<file path="src/rtl/float_add_arbiter.sv">
// Two-requester round-robin front end for the shared 8-bit mini-float adder.
// One operand pair is latched per operation. The sum is registered and held
// on a valid/ready result port, tagged with the requester that owns it.
module float_add_arbiter #(
    parameter int CNT_W = 8
) (
    input  logic             clk,
    input  logic             rst_n,
    input  logic             req0,
    input  logic [7:0]       a0,
    input  logic [7:0]       b0,
    output logic             ack0,
    input  logic             req1,
    input  logic [7:0]       a1,
    input  logic [7:0]       b1,
    output logic             ack1,
    output logic             res_valid,
    output logic [7:0]       res_data,
    output logic             res_id,
    input  logic             res_ready,
    output logic             busy,
    output logic [CNT_W-1:0] op_count
);

    typedef enum logic [1:0] {IDLE, CALC, HOLD} state_t;

    state_t           state_reg, state_next;
    logic [7:0]       op_a_reg, op_a_next;
    logic [7:0]       op_b_reg, op_b_next;
    logic             gnt_id_reg, gnt_id_next;
    logic             last_grant_reg, last_grant_next;
    logic [7:0]       res_data_reg, res_data_next;
    logic             res_id_reg, res_id_next;
    logic             res_valid_reg, res_valid_next;
    logic             ack0_reg, ack0_next;
    logic             ack1_reg, ack1_next;
    logic [CNT_W-1:0] op_count_reg, op_count_next;

    // Shared adder datapath: operates on the latched operand registers.
    logic [7:0] big_op, small_op;
    logic [2:0] exp_diff;
    logic [5:0] man_sum;
    logic [7:0] add_sum;
    logic       grant_pick;

    // Mini-float add: align the smaller mantissa, add, saturate only at exp 7.
    // The carry out of the mantissa is dropped at lower exponents (no renormalise).
    always_comb begin
        if (op_a_reg >= op_b_reg) begin
            big_op   = op_a_reg;
            small_op = op_b_reg;
        end else begin
            big_op   = op_b_reg;
            small_op = op_a_reg;
        end
        exp_diff = big_op[7:5] - small_op[7:5];
        man_sum  = {1'b0, big_op[4:0]} + ({1'b0, small_op[4:0]} >> exp_diff);
        if (big_op[7:5] == 3'd7 && man_sum[5]) begin
            add_sum = 8'hFF;
        end else begin
            add_sum = {big_op[7:5], man_sum[4:0]};
        end
    end

    // Next-state and register-update logic; acks default low so they pulse once.
    always_comb begin
        state_next      = state_reg;
        op_a_next       = op_a_reg;
        op_b_next       = op_b_reg;
        gnt_id_next     = gnt_id_reg;
        last_grant_next = last_grant_reg;
        res_data_next   = res_data_reg;
        res_id_next     = res_id_reg;
        res_valid_next  = res_valid_reg;
        ack0_next       = 1'b0;
        ack1_next       = 1'b0;
        op_count_next   = op_count_reg;
        grant_pick      = 1'b0;
        case (state_reg)
            IDLE: begin
                if (req0 || req1) begin
                    // On a tie the requester that was not served last wins.
                    grant_pick  = (req0 && req1) ? ~last_grant_reg : req1;
                    op_a_next   = grant_pick ? a1 : a0;
                    op_b_next   = grant_pick ? b1 : b0;
                    gnt_id_next = grant_pick;
                    state_next  = CALC;
                end
            end
            CALC: begin
                res_data_next  = add_sum;
                res_id_next    = gnt_id_reg;
                res_valid_next = 1'b1;
                ack0_next      = ~gnt_id_reg;
                ack1_next      = gnt_id_reg;
                state_next     = HOLD;
            end
            HOLD: begin
                if (res_valid_reg && res_ready) begin
                    res_valid_next  = 1'b0;
                    op_count_next   = op_count_reg + CNT_W'(1);
                    last_grant_next = gnt_id_reg;
                    state_next      = IDLE;
                end
            end
            default: state_next = IDLE;
        endcase
    end

    // State and datapath registers; reset discards any in-flight operation.
    always_ff @(posedge clk or negedge rst_n) begin
        if (!rst_n) begin
            state_reg      <= IDLE;
            op_a_reg       <= 8'h00;
            op_b_reg       <= 8'h00;
            gnt_id_reg     <= 1'b0;
            last_grant_reg <= 1'b1;
            res_data_reg   <= 8'h00;
            res_id_reg     <= 1'b0;
            res_valid_reg  <= 1'b0;
            ack0_reg       <= 1'b0;
            ack1_reg       <= 1'b0;
            op_count_reg   <= '0;
        end else begin
            state_reg      <= state_next;
            op_a_reg       <= op_a_next;
            op_b_reg       <= op_b_next;
            gnt_id_reg     <= gnt_id_next;
            last_grant_reg <= last_grant_next;
            res_data_reg   <= res_data_next;
            res_id_reg     <= res_id_next;
            res_valid_reg  <= res_valid_next;
            ack0_reg       <= ack0_next;
            ack1_reg       <= ack1_next;
            op_count_reg   <= op_count_next;
        end
    end

    assign ack0      = ack0_reg;
    assign ack1      = ack1_reg;
    assign res_valid = res_valid_reg;
    assign res_data  = res_data_reg;
    assign res_id    = res_id_reg;
    assign op_count  = op_count_reg;
    assign busy      = (state_reg != IDLE);

endmodule
</file>
<file path="config.mk">
export PLATFORM = sky130hd
export DESIGN_NAME = float_add_arbiter
export DESIGN_NICKNAME = d
export VERILOG_FILES = /design/src/rtl/float_add_arbiter.sv
export SDC_FILE = /design/constraint.sdc
export NUM_CORES = 1
export LEC_CHECK = 0
export ABC_AREA = 0
export BUFFER_PORTS_ARGS = -buffer_cell sky130_fd_sc_hd__buf_4
export CAP_MARGIN = 20
export CORE_MARGIN = 2
export CORE_UTILIZATION = 45
export CTS_CLUSTER_DIAMETER = 40
export CTS_CLUSTER_SIZE = 10
export DETAILED_ROUTE_END_ITERATION = 8
export PLACE_DENSITY = 0.69
export SLEW_MARGIN = 20
export SYNTH_ARGS = -nofsm -noshare
export SYNTH_HDL_FRONTEND = slang
export SYNTH_SLANG_ARGS = --single-unit
</file>
<file path="constraint.sdc">
create_clock -name clk -period 6.4 [get_ports clk]
set_input_delay 1.6 -clock clk [delete_from_list [all_inputs] [get_ports clk]]
set_output_delay 1.6 -clock clk [all_outputs]
set_load 0.02 [all_outputs]
</file>
==> run_results.csv, run 1 <==
group,metric,value,unit
worst_setup_path,cp.required,6.54,ns
clocking,cts_setup_buffers,0,
floorplan,die_w,78.55,um
worst_setup_path,cp-start-kind,"flop",
floorplan,start_util,45.99,%
timing,finalHoldViolCount,0,
worst_setup_path,path_class,"flop to flop",
route,wl_per_cell,14.22,um
synth,synth_area,2501,um2
route,drt_first_pass_iters,5,
route,drtIter0Drc,182,
global_route,grt_pass1_vias,2052,
timing,fmax,0.2075,GHz
clocking,cts_tree,"built",
route,route.detailed.drc,0,
synth,synth_cell_types,53,
final_layout,final_layout_size_suffix_gt1_share,24.92,%
timing,period_needed,4.818,ns
clocking,cts.sink_count,40,
clocking,cts-buffers-inserted,5,
global_route,grt-ovfl-total,0,
timing,worstMarginPinSlew,1.064,ns
route,drtAntennaViolNets,0,
synth,ys_seq_area_share,40.07,%
synth,synth_edf_count,0,
timing,setup_violations,0,
floorplan,fp.dieArea,6170,um2
clocking,clkLatencyLatePin,0.30,ns
global_route,track_usage,19.26,%
clocking,hold_buffers,0,
timing,fin_setup_tns,0,ns
final_layout,synthToLayoutAreaGrowth,23.96,%
synth,synth_seq_cells,40,
clocking,cts_buffer_depth,2,
synth,syn_avg_cell_area,9.403,um2
global_route,grt_max_degree,41,
final_layout,diodes,0,
synth,async_flop_share,100.0,%
placed_design,gp_congestion,0.8755,
floorplan,die_height,78.55,um
outcome,outcome,"finished clean",
floorplan,fp-row-count,27,
final_layout,num-nets-final,373,
route,num_vias,2097,
route,wl,5590,um
route,vias_per_cell,5.336,
clocking,clkTransAtPathRegs,0.09,ns
timing,finalClockSkew,0.01007,ns
timing,post-route-period-util,75.29,%
placed_design,dp_hpwl,4350,um
clocking,post_cts_resized,0,
worst_setup_path,arrival,4.95,ns
global_route,grt_pass1_wl,9487,um
hold_path,hold_path.class,"flop to flop",
synth,syn-num-nets,319,
synth,synthFlopType,"dfrtp_1",
worst_setup_path,end_kind,"flop",
synth,synth-warning-count,0,
timing,rsz0062_at_grt,"false",
worst_setup_path,crit_fanout,13,
timing,maxSlewHeadroom,28.67,%
placed_design,port_buffers,57,
clocking,htreeDepth,2,
flow_run,drv_cap,0,
global_route,antenna_found_initial,0,
synth,netlist_instances,266,
floorplan,io_pins,58,
clocking,clockRootBuffer,"clkbuf_8",
timing,final_max_slew_viol_count,0,
floorplan,core_area,5439,um2
## cells in the mapped netlist (4+ instances only)
cell | n | area share, %
ha_1 | 15 | 7.5
xor2_1 | 5 | 1.8
a31oi_1 | 7 | 1.8
nand3_1 | 7 | 1.4
clkbuf_1 | 7 | 1.1
a21oi_1 | 24 | 4.8
nand2_1 | 24 | 3.6
xnor2_1 | 5 | 1.8
nor2_1 | 35 | 5.3
nor3_1 | 4 | 0.80
dfrtp_1 | 39 | 39
mux2i_1 | 17 | 6.8
a21o_1 | 6 | 1.8
inv_1 | 16 | 2.4
o21ai_0 | 5 | 1.0
## through the flow
stage | area [um2] | util, % | instances | hold slack (ns) | setup WS (ns)
after floorplan | 2501 | - | 266 | 0.4354 | 2.061
final | 3100 | 57.00 | 393 | 0.4741 | 1.582
after CTS | 3095 | 56.91 | 393 | 0.4806 | 1.618
after detailed placement | 2980 | 54.80 | 385 | 0.4672 | 1.633
after global routing | 3100 | 57.00 | 393 | 0.5109 | 1.196
after global placement | 2980 | 54.80 | 385 | 0.4623 | 1.710
## critical path, cell delays in order (launching register included)
cell and delay [ns]:
dfrtp_1 0.42, inv_1 0.12, ha_1 0.19, or4_4 0.54, a21oi_4 0.16, or3_1 0.26
nand2_4 0.15, nor2_1 0.12, a22oi_1 0.09, ha_1 0.20, o21bai_1 0.18, nor4_2 0.45
nor2_1 0.15, a2111oi_2 0.26, ha_1 0.29, a21o_1 0.17, a21oi_1 0.21, nor2b_1 0.07
o21a_1 0.16, o22ai_1 0.33, a31oi_1 0.14
## cells in the final DEF (no fill, tap or decap), types with 2 or more instances in the layout
| cell type | count |
|---|---|
| a2111o_1 | 2 |
| a2111oi_2 | 2 |
| a211oi_1 | 3 |
| a21o_1 | 6 |
| a21oi_1 | 24 |
| a21oi_4 | 2 |
| a31oi_1 | 7 |
| buf_4 | 57 |
| clkbuf_8 | 5 |
| dfrtp_1 | 39 |
| ha_1 | 15 |
| inv_1 | 16 |
| mux2i_1 | 17 |
| mux4_2 | 2 |
| nand2_1 | 24 |
| nand2b_1 | 2 |
| nand3_1 | 7 |
| nor2_1 | 34 |
| nor2b_1 | 2 |
| nor3_1 | 4 |
| o211ai_1 | 3 |
| o21ai_0 | 5 |
| o31a_1 | 2 |
| xnor2_1 | 5 |
| xor2_1 | 5 |
## final cells by class
type / count / area, um2
repair buffers: 57 / 427.9
inverters: 16 / 60.06
clock inverters: 3 / 46.29
well taps: 72 / 90.09
clock buffers: 5 / 68.82
flip-flops and latches: 40 / 1002
multi-input cells: 200 / 1405
fillers: 510 / 2338
## final timing paths
check / start / to / slack (ns) / depth (start not counted)
worst max-delay path: op_b_reg[1]$_DFFE_PN0P_ / res_data[2]$_DFFE_PN0P_ / 1.58 / 20
worst min-delay path: op_count[7]$_DFFE_PN0P_ / op_count[7]$_DFFE_PN0P_ / 0.47 / 1
worst max register to register: op_b_reg[1]$_DFFE_PN0P_ / res_data[2]$_DFFE_PN0P_ / 1.58 / 20
worst min register to register: op_count[7]$_DFFE_PN0P_ / op_count[7]$_DFFE_PN0P_ / 0.47 / 1
max in group asynchronous: rst_n / last_grant_reg$_DFFE_PN1P_ / 4.79 / 1
min in group asynchronous: rst_n / gnt_id_reg$_DFFE_PN0P_ / 1.26 / 1
## logic make-up after synthesis
group / after synthesis / synth area share, %
AND/OR/NAND/NOR: 88 / 16.51
XOR/XNOR: 10 / 3.502
AO/OA/AOI/OAI: 66 / 18.36
multiplexers: 20 / 9.054
adder cells (fa/ha/maj): 16 / 8.304
buffers and inverters: 26 / 4.202
flip-flops: 40 / 40.07
## per-layer routing
layer | global-route usage [%] | part of all wire [%] | up-vias
li1 | - | - | 1054
met1 | 27.23 | 49 | 962
met2 | 30.09 | 44 | 76
met3 | 4.023 | 6.4 | 5
met4 | 4.912 | 0.72 | 0
met5 | 0 | 0 | -
Power of run 1 is not shown: default switching activity piles up to over one toggle a cycle in this logic, so the estimate is an artifact.
==> run 2, diff against run 1 <==
- PLACE_DENSITY: 0.69 -> 0.71
- clock period: 6.4 -> 4 ns (I/O delays scaled with it)
==> run 2 against run 1 <==
First-iteration DRC count is 32% lower. Die area did not move. Register-to-register slack got worse by 1.6 ns. Sequential cell count is the same. The flow now finishes with violations (negative setup slack). Largest cell class unchanged. Critical endpoint is now res_data[4]$_DFFE_PN0P_. Non-clock buffer count increased by 38. Final cell count is 9.7% higher. Clock skew decreased by 0.0062 ns. Global-route usage up 1.6 points.
==> run_results.csv, run 2 (synthesis results as in run 1) <==
group,metric,value,unit
outcome,outcome,"complete, but fails checks",
outcome,violations,"negative setup slack",
floorplan,fp-row-count,27,
floorplan,fp.dieArea,6170,um2
route,route.detailed.drc,0,
route,vias_per_cell,5.302,
floorplan,die_w,78.55,um
timing,setup_violations,1,
clocking,htreeDepth,2,
route,drtIter0Drc,123,
final_layout,fillers,451,
floorplan,io_pins,58,
placed_design,dp_hpwl,4773,um
placed_design,port_buffers,57,
timing,period_needed,4.011,ns
hold_path,min_path_cells,1,
timing,hold_ws,0.4693,ns
global_route,grt_pass1_wl,10100,um
clocking,cts_tree,"built",
floorplan,core_area,5439,um2
clocking,cts_buffer_depth,2,
route,num_vias,2285,
floorplan,die_height,78.55,um
hold_path,hold_path.class,"flop to flop",
timing,finalHoldViolCount,0,
timing,fmax,0.2493,GHz
final_layout,final_layout_size_suffix_gt1_share,39.00,%
timing,final_max_slew_viol_count,0,
worst_setup_path,r2r-end,"res_data[4]$_DFFE_PN0P_",
final_layout,layout_common_cells,"buf_4 (94), dfrtp_1 (39), nor2_1 (32)",
timing,finalClockSkew,0.003860,ns
global_route,grt_pass1_vias,2125,
floorplan,start_util,45.99,%
global_route,grt-ovfl-total,0,
worst_setup_path,critPathLaunch,"op_a_reg[2]$_DFFE_PN0P_",
route,drtAntennaViolNets,0,
worst_setup_path,cp.required,4.13,ns
clocking,clockRootBuffer,"clkbuf_8",
clocking,clkLatencyLatePin,0.29,ns
timing,fin_ws,-0.01111,ns
worst_setup_path,rr_worst_depth,20,
global_route,antenna_found_initial,0,
worst_setup_path,end_kind,"flop",
worst_setup_path,crit-reg2reg-launch,"op_a_reg[2]$_DFFE_PN0P_",
worst_setup_path,r2r_slack,-0.01,ns
timing,fin_setup_tns,-0.01111,ns
placed_design,gp_congestion,0.9697,
final_layout,num-nets-final,411,
global_route,track_usage,20.85,%
worst_setup_path,crit_fanout,4,
clocking,clkTransAtPathRegs,0.07,ns
route,wl_per_cell,14.37,um
timing,rsz0062_at_grt,"true",
worst_setup_path,arrival,4.14,ns
route,wl,6194,um
final_layout,layout_commonest_cell,"buf_4",
worst_setup_path,crit_end,"res_data[4]$_DFFE_PN0P_",
global_route,grt_max_degree,41,
worst_setup_path,path_class,"flop to flop",
timing,worstMarginPinSlew,0.9721,ns
worst_setup_path,cp-start-kind,"flop",
timing,post-route-period-util,100.3,%
timing,maxSlewHeadroom,35.06,%
final_layout,synthToLayoutAreaGrowth,40.37,%
clocking,cts-buffers-inserted,5,
clocking,cts.sink_count,40,
flow_run,drv_cap,0,
route,drt_first_pass_iters,5,
final_layout,diodes,0,
## run 2: what timing repair did
action | in CTS | in global routing
setup endpoints to repair | 3 | 5
hold buffers | 0 | 0
pin swaps | 1 | 4
hold endpoints to repair | 0 | 0
setup buffers | 0 | 3
gates resized for setup | 0 | 16
## run 2: critical path, cell delays in order, from the launching register on
cell and delay, ns:
dfrtp_1 0.42, ha_4 0.18, or4_4 0.54, a21oi_4 0.13
or3_4 0.15, nand2_4 0.06, nor2_4 0.10, a22oi_2 0.10
ha_4 0.16, o21bai_4 0.17, o31a_1 0.30, a2111o_1 0.31
o211ai_1 0.13, ha_2 0.25, inv_2 0.04, fa_2 0.36
inv_2 0.06, a21o_1 0.12, a21oi_2 0.06, xor2_1 0.13
a31oi_1 0.09
## run 2: final cells by class
cell class / instances / area, um2 / area share [%]
Clock inverter: 1 / 30.03 / 0.8553
Timing Repair Buffer: 95 / 716.9 / 20.42
Sequential cell: 40 / 1002 / 28.55
Clock buffer: 7 / 96.34 / 2.744
Tap cell: 72 / 90.09 / 2.566
Inverter: 16 / 60.06 / 1.711
Multi-Input combinational cell: 200 / 1515 / 43.16
## run 2: how the worst min path moves through the flow
stage,to,slack (ns),from
after floorplan,ack0$_DFF_PN0_,0.44,gnt_id_reg$_DFFE_PN0P_
after global placement,last_grant_reg$_DFFE_PN1P_,0.46,last_grant_reg$_DFFE_PN1P_
after detailed placement,last_grant_reg$_DFFE_PN1P_,0.46,last_grant_reg$_DFFE_PN1P_
after CTS,last_grant_reg$_DFFE_PN1P_,0.48,last_grant_reg$_DFFE_PN1P_
after global routing,last_grant_reg$_DFFE_PN1P_,0.51,last_grant_reg$_DFFE_PN1P_
final,op_count[7]$_DFFE_PN0P_,0.47,op_count[7]$_DFFE_PN0P_
## run 2: stage by stage
step	cells	area (um2)	setup WS [ns]	utilization, %
global route	431	3511	-0.1427	64.55
CTS	427	3412	0.002391	62.73
detailed placement	419	3286	-0.01446	60.41
floorplan	266	2561	-0.06043	-
global placement	419	3286	0.06345	60.41
finish	431	3511	-0.01111	64.55
## run 2: routing by layer
layer / up-vias / wire, um / track usage (%)
met1: 1056 / 2722 / 28.46
met5: - / 0 / 0
met3: 15 / 373 / 4.598
li1: 1130 / - / -
met2: 84 / 2966 / 33.25
met4: 0 / 131 / 5.965
Power of run 2 is left out for the same reason.
